**config.mk**
```make
export PLATFORM = sky130hd
export DESIGN_NAME = meas_pred_pipe
export DESIGN_NICKNAME = d
export VERILOG_FILES = /design/src/rtl/meas_pred_pipe.sv
export SDC_FILE = /design/constraint.sdc
export NUM_CORES = 2
export LEC_CHECK = 0
export CORE_UTILIZATION = 50
export CTS_BUF_LIST = sky130_fd_sc_hd__clkbuf_4
export DETAILED_ROUTE_END_ITERATION = 12
export PLACE_DENSITY = 0.73
export SLEW_MARGIN = 20
export SYNTH_ARGS = -nofsm -noshare
export SYNTH_HDL_FRONTEND = slang
export SYNTH_SLANG_ARGS = --single-unit
```
**constraint.sdc**
```tcl
create_clock -name clk -period 18.15 [get_ports clk]
set_input_delay 2.7225 -clock clk [delete_from_list [all_inputs] [get_ports clk]]
set_output_delay 2.7225 -clock clk [all_outputs]
set_load 0.02 [all_outputs]
```
**src/rtl/meas_pred_pipe.sv**
```systemverilog
// Measurement-domain intra predictor: picks left/top/DC by min SAD, emits quantised residual and mode code.
// Latency 1 clk through a single output register; one block per clock when downstream is ready.
// Backpressure: in_ready = ~out_valid | out_ready; outputs hold while stalled. Define GRAD_EDGE_EN for gradient-corrected edges.
module meas_pred_pipe #(
    parameter int BLK_N          = 4,
    parameter int MEA_N          = 12,
    parameter int PIX_WID        = 8,
    parameter int QSTEP_WID      = 3,
    parameter int PIC_WID_IN_BLK = 64,
    parameter int PIC_HT_IN_BLK  = 64,
    parameter int G_V_IDX        = 4,
    parameter int G_H_IDX        = 1,
    localparam int PIX_N   = BLK_N * BLK_N,
    localparam int LOG2PIX = $clog2(PIX_N),
    localparam int MEA_WID = LOG2PIX + PIX_WID,
    localparam int BX_W    = $clog2(PIC_WID_IN_BLK),
    localparam int BY_W    = $clog2(PIC_HT_IN_BLK)
) (
    input  logic                             clk,
    input  logic                             rst,
    input  logic                             in_valid,
    output logic                             in_ready,
    input  logic                             sof,
    input  logic [MEA_N-1:0][MEA_WID:0]      y,
    input  logic [QSTEP_WID-1:0]             qstep,
    output logic                             out_valid,
    input  logic                             out_ready,
    output logic [MEA_N-1:0][MEA_WID:0]      y_resQ,
    output logic [1:0]                       code,
    output logic [BX_W-1:0]                  blk_x,
    output logic [BY_W-1:0]                  blk_y,
    output logic                             frame_done
);
    localparam int SAD_W = MEA_WID + $clog2(MEA_N) + 2;
    localparam int RES_W = MEA_WID + 2;
    localparam int REC_W = MEA_WID + 3;
    localparam logic signed [RES_W-1:0] RQ_MAX   = RES_W'((1 << MEA_WID) - 1);
    localparam logic signed [RES_W-1:0] RQ_MIN   = RES_W'(-(1 << MEA_WID));
    localparam logic signed [REC_W:0]   EDGE_MAX = (REC_W+1)'((1 << PIX_WID) - 1);
    localparam logic [1:0] CODE_L = 2'b00, CODE_T = 2'b01, CODE_DC = 2'b11;

    if (G_V_IDX >= MEA_N || G_H_IDX >= MEA_N) begin : g_bad_grad_idx
        $error("gradient measurement index out of range");
    end

    function automatic logic signed [RES_W-1:0] sext(input logic [MEA_WID:0] v);
        return RES_W'($signed(v));
    endfunction

    function automatic logic [RES_W-1:0] abs_diff(input logic signed [RES_W-1:0] a,
                                                  input logic signed [RES_W-1:0] b);
        logic signed [RES_W-1:0] d;
        d = a - b;
        return d[RES_W-1] ? RES_W'(-d) : RES_W'(d);
    endfunction

    // Arithmetic shift then saturate into the output measurement width
    function automatic logic [MEA_WID:0] quant(input logic signed [RES_W-1:0] r,
                                               input logic [QSTEP_WID-1:0] q);
        logic signed [RES_W-1:0] s;
        s = r >>> q;
        if (s > RQ_MAX)      return RQ_MAX[MEA_WID:0];
        else if (s < RQ_MIN) return RQ_MIN[MEA_WID:0];
        else                 return s[MEA_WID:0];
    endfunction

    function automatic logic signed [REC_W-1:0] recon(input logic [MEA_WID:0] rq,
                                                      input logic [QSTEP_WID-1:0] q,
                                                      input logic signed [RES_W-1:0] c);
        logic signed [REC_W-1:0] e;
        e = REC_W'($signed(rq));
        return (e <<< q) + REC_W'(c);
    endfunction

    // DC-row value back to pixel domain, clipped to the pixel range
    function automatic logic [PIX_WID-1:0] clip_edge(input logic signed [REC_W:0] v);
        logic signed [REC_W:0] s;
        s = v >>> LOG2PIX;
        if (s < 0)             return '0;
        else if (s > EDGE_MAX) return EDGE_MAX[PIX_WID-1:0];
        else                   return s[PIX_WID-1:0];
    endfunction

    logic [BX_W-1:0]          cnt_x, cx;
    logic [BY_W-1:0]          cnt_y, cy;
    logic [PIX_WID-1:0]       left_edge, left_nxt, lb_nxt;
    logic [PIX_WID-1:0]       lb [PIC_WID_IN_BLK];
    logic signed [RES_W-1:0]  cand_l, cand_t, cand_dc, cand_sel;
    logic [SAD_W-1:0]         sad_ac, sad_l, sad_t, sad_dc;
    logic [1:0]               code_nxt;
    logic [MEA_N-1:0][MEA_WID:0] rq_nxt;
    logic signed [REC_W-1:0]  rec0;
    logic                     in_fire, last_x, last_y;

    assign in_ready = ~out_valid | out_ready;
    assign in_fire  = in_valid & in_ready;
    assign cx       = sof ? '0 : cnt_x;
    assign cy       = sof ? '0 : cnt_y;
    assign last_x   = (cx == BX_W'(PIC_WID_IN_BLK - 1));
    assign last_y   = (cy == BY_W'(PIC_HT_IN_BLK - 1));

    assign cand_dc = RES_W'(1 << (PIX_WID - 1 + LOG2PIX));
    assign cand_l  = RES_W'({left_edge, {LOG2PIX{1'b0}}});
    assign cand_t  = RES_W'({lb[cx], {LOG2PIX{1'b0}}});

    // SADs: elements 1..N-1 share a zero candidate, so only element 0 differs
    always_comb begin
        sad_ac = '0;
        for (int i = 1; i < MEA_N; i++)
            sad_ac = sad_ac + SAD_W'(abs_diff(sext(y[i]), '0));
        sad_l  = sad_ac + SAD_W'(abs_diff(sext(y[0]), cand_l));
        sad_t  = sad_ac + SAD_W'(abs_diff(sext(y[0]), cand_t));
        sad_dc = sad_ac + SAD_W'(abs_diff(sext(y[0]), cand_dc));
    end

    // Mode decision; neighbours outside the frame are excluded, ties favour the later candidate
    always_comb begin
        code_nxt = CODE_DC;
        if (cx == '0 && cy == '0)
            code_nxt = CODE_DC;
        else if (cy == '0)
            code_nxt = (sad_l < sad_dc) ? CODE_L : CODE_DC;
        else if (cx == '0)
            code_nxt = (sad_t < sad_dc) ? CODE_T : CODE_DC;
        else if (sad_l < sad_t && sad_l < sad_dc)
            code_nxt = CODE_L;
        else if (sad_t < sad_dc)
            code_nxt = CODE_T;
        case (code_nxt)
            CODE_L:  cand_sel = cand_l;
            CODE_T:  cand_sel = cand_t;
            default: cand_sel = cand_dc;
        endcase
    end

    // Quantised residual and reconstruction of the edges handed to later blocks
    always_comb begin
        rq_nxt[0] = quant(sext(y[0]) - cand_sel, qstep);
        for (int i = 1; i < MEA_N; i++)
            rq_nxt[i] = quant(sext(y[i]), qstep);
        rec0 = recon(rq_nxt[0], qstep, cand_sel);
`ifdef GRAD_EDGE_EN
        left_nxt = clip_edge((REC_W+1)'(rec0) - (REC_W+1)'(recon(rq_nxt[G_H_IDX], qstep, '0)));
        lb_nxt   = clip_edge((REC_W+1)'(rec0) - (REC_W+1)'(recon(rq_nxt[G_V_IDX], qstep, '0)));
`else
        left_nxt = clip_edge((REC_W+1)'(rec0));
        lb_nxt   = left_nxt;
`endif
    end

    // Output register, raster counters and left edge advance on each accepted block
    always_ff @(posedge clk) begin
        if (rst) begin
            out_valid  <= 1'b0;
            y_resQ     <= '0;
            code       <= CODE_DC;
            blk_x      <= '0;
            blk_y      <= '0;
            frame_done <= 1'b0;
            cnt_x      <= '0;
            cnt_y      <= '0;
            left_edge  <= '0;
        end else if (in_fire) begin
            out_valid  <= 1'b1;
            y_resQ     <= rq_nxt;
            code       <= code_nxt;
            blk_x      <= cx;
            blk_y      <= cy;
            frame_done <= last_x & last_y;
            cnt_x      <= last_x ? '0 : cx + 1'b1;
            cnt_y      <= last_x ? (last_y ? '0 : cy + 1'b1) : cy;
            left_edge  <= left_nxt;
        end else if (out_ready) begin
            out_valid  <= 1'b0;
        end
    end

    // Top-edge line buffer: read above is combinational, so this write only serves the next row
    always_ff @(posedge clk) begin
        if (!rst && in_fire)
            lb[cx] <= lb_nxt;
    end
endmodule

```
==> impl_metrics.tcl <==
set metrics [dict create \
    period_needed_ns 17.34 \
    placed_cell_area_um2 48000 \
    finalHoldViolations 0 \
    die_w_um 294 \
    clk_path_buf_depth 3 \
    synthDistinctLibCells 104 \
    antenna_found_initial 19 \
    cp-end-kind "flip-flop" \
    fmax_mhz 57.7 \
    dp_hpwl_mm 110 \
    synth_cells 4035 \
    first_iter_violations 4867 \
    rows 106 \
    synthMuxAreaShare 0.0516 \
    grt_max_degree 89 \
    gp_congestion 1.02 \
    slew_headroom 0.309 \
    synth_edf_count 512 \
    yosys.area_share.simple 0.123 \
    fin_crit_sh 0.955 \
    final_nets 4949 \
    maxSlewViolCount 0 \
    antenna_left 0 \
    io_buffers 336 \
    ios 337 \
    arrival_ns 18.04 \
    clkTransAtPathRegs_ns 0.06 \
    cts-htree-levels 4 \
    ys_top_cells_by_count "edfxtp_1 (512), nand2_1 (402), nor2_1 (353)" \
    die_h_um 294 \
    tightest_slew_ns 1.03 \
    synth_top_area_cell "edfxtp_1" \
    synthAdderAreaFrac 0.107 \
    synth.yosys.seq_area_share 0.452 \
    avgViaCountPerCell 6.26 \
    post-place-ws_ns -0.305 \
    ys_ff_latch 704 \
    crit_fanout 64 \
    synth-compound-area-share 0.178 \
    finalWirelength_mm 150 \
    finalSetupTns_ns 0 \
    synth_area_per_cell_um2 10.5 \
    cp_slowest_cell "fa_1" \
    fp.dieArea_um2 86200 \
    worstSetupStartpointType "primary input" \
    synthXorXnorAreaFrac 0.0465 \
    setup_viol 0 \
    start_util 0.507 \
    layout_setup_ws_ns 0.813 \
    synth_top_family_by_area "compound AO/OA/AOI/OAI gates" \
    grt_pass1_vias 33800 \
    outcome "finished clean" \
    wl_per_cell_um 25.8 \
    min_path_type "flip-flop to flip-flop" \
    drive_gt1_frac 0.136 \
    drc 0 \
    synth_top_area_frac 0.362 \
    worst_clock_skew_ns 0.114 \
    cts_num_sinks 704 \
    ys.flop_type "edfxtp_1" \
    syn_area_um2 42500 \
    cts_tree "done" \
    grt_util_all_layers 0.338 \
    clk_latency_ns 1.10 \
    vias 36300 \
    critPathRequiredTime_ns 18.85 \
    final_cell_area_um2 50500 \
    critPathMaxStageDelay_ns 0.56 \
    yosys-top-cells-area "edfxtp_1 (36%), dfxtp_1 (9.0%), fa_1 (6.2%)" \
    grt-ovfl-total 0 \
    rsz0062_at_grt "no" \
    async_flop_share 0 \
    synth-warning-count 0 \
    drtPass1Iterations 10 \
    core_area_um2 83800 \
    syn_to_final_growth_pct 18.7 \
    utilization 0.602 \
    grt_pass1_wl_mm 215 \
    cts-root-buf "clkbuf_4" \
    drv_cap 0 \
    synth.most_common_cell "edfxtp_1" \
    numCtsBuffers 176 \
    crit_type "primary input to flip-flop" \
]
## through the flow
stage | std cells | hold slack [ns]
2_1_floorplan | 4044 | 0.425
3_3_place_gp | 5451 | 0.438
6_report | 5796 | 0.451
4_1_cts | 5770 | 0.453
3_5_place_dp | 5451 | 0.444
5_1_grt | 5792 | 0.470
## cells by family after synthesis
| logic type | count (synthesis) |
|---|---|
| buf+inv | 468 |
| other cells | 2 |
| fa+ha+maj | 286 |
| simple gates | 1134 |
| mux | 162 |
| compound gates | 1055 |
| flops | 704 |
| xor+xnor | 224 |
## path summary, 6_finish.rpt
path,from,slack (ns),cells past startpoint,endpoint
worst min-delay path,y_resQ[76],0.45,2,y_resQ[76]
worst max register to register,cnt_x[2],2.69,59,lb[19][0]
worst min register to register,y_resQ[76],0.45,2,y_resQ[76]
worst max-delay path,y[118],0.81,66,lb[19][0]
## area by class of cell
class                           count  area (um2)
Fill cell                        7093       33400
Multi-Input combinational cell   2876       21700
Sequential cell                   704       19200
Timing Repair Buffer              528        4950
Clock buffer                      272        2040
Tap cell                         1134        1420
Inverter                          214         806
Clock inverter                     47         272
Antenna cell                       21        52.6
## critical path: cells and delay by family
family          cells  cell delay, ns
compound gates     28            5.98
xor+xnor            3            0.51
buf+inv             6            0.86
simple gates       17            3.50
fa+ha+maj          12            4.42
## cell usage in the layout, fill, tap and decap left out, drive strengths merged, types with 19 or more instances in the layout
cell type | synthesis | layout
edfxtp | 512 | 512
nand2 | 402 | 402
nor2 | 354 | 358
clkdlybuf4s50 | 0 | 332
clkbuf | 210 | 272
inv | 213 | 217
buf | 44 | 196
dfxtp | 192 | 192
o21ai | 173 | 173
a21oi | 171 | 171
ha | 154 | 154
xnor2 | 153 | 153
fa | 131 | 131
a222oi | 108 | 108
a211oi | 105 | 105
mux2i | 93 | 93
a31oi | 83 | 83
xor2 | 71 | 71
nor3 | 66 | 66
nor2b | 64 | 64
a22oi | 58 | 58
a311oi | 50 | 50
o31ai | 44 | 44
nand3 | 43 | 43
mux4 | 42 | 42
clkinv | 1 | 37
nand2b | 36 | 36
and2 | 35 | 35
a21o | 32 | 32
o22ai | 30 | 30
o31a | 30 | 30
o211ai | 28 | 28
mux2 | 27 | 27
or4 | 22 | 22
diode | 0 | 21
or2 | 21 | 21
or3 | 19 | 19
## metal layers
metal  GRT usage  vias to the layer above  share of wire
met5           0                        -       0.000093
met4       0.201                        2          0.062
met3      0.0825                      405           0.11
met2       0.506                     2205           0.44
met1       0.447                    17500           0.39
li1            -                    16200              -
## registers in the layout, indices dropped and copies added, names as in the netlist
name	flops
blk_x	6
blk_y	6
cnt_x	6
cnt_y	6
code	2
frame_done	1
lb	512
left_edge	8
out_valid	1
y_resQ	156
## what timing repair did
item | 4_1_cts | 5_1_grt
setup buffers | 0 | 1
resized for setup | 0 | 12
setup endpoints to repair | 0 | 379
hold buffers | 0 | 0
endpoints found under the hold margin | 0 | 0
Power is left out: the tool's default activity adds up to more than one toggle a clock period on the data nets, which glitch-free logic cannot reach.
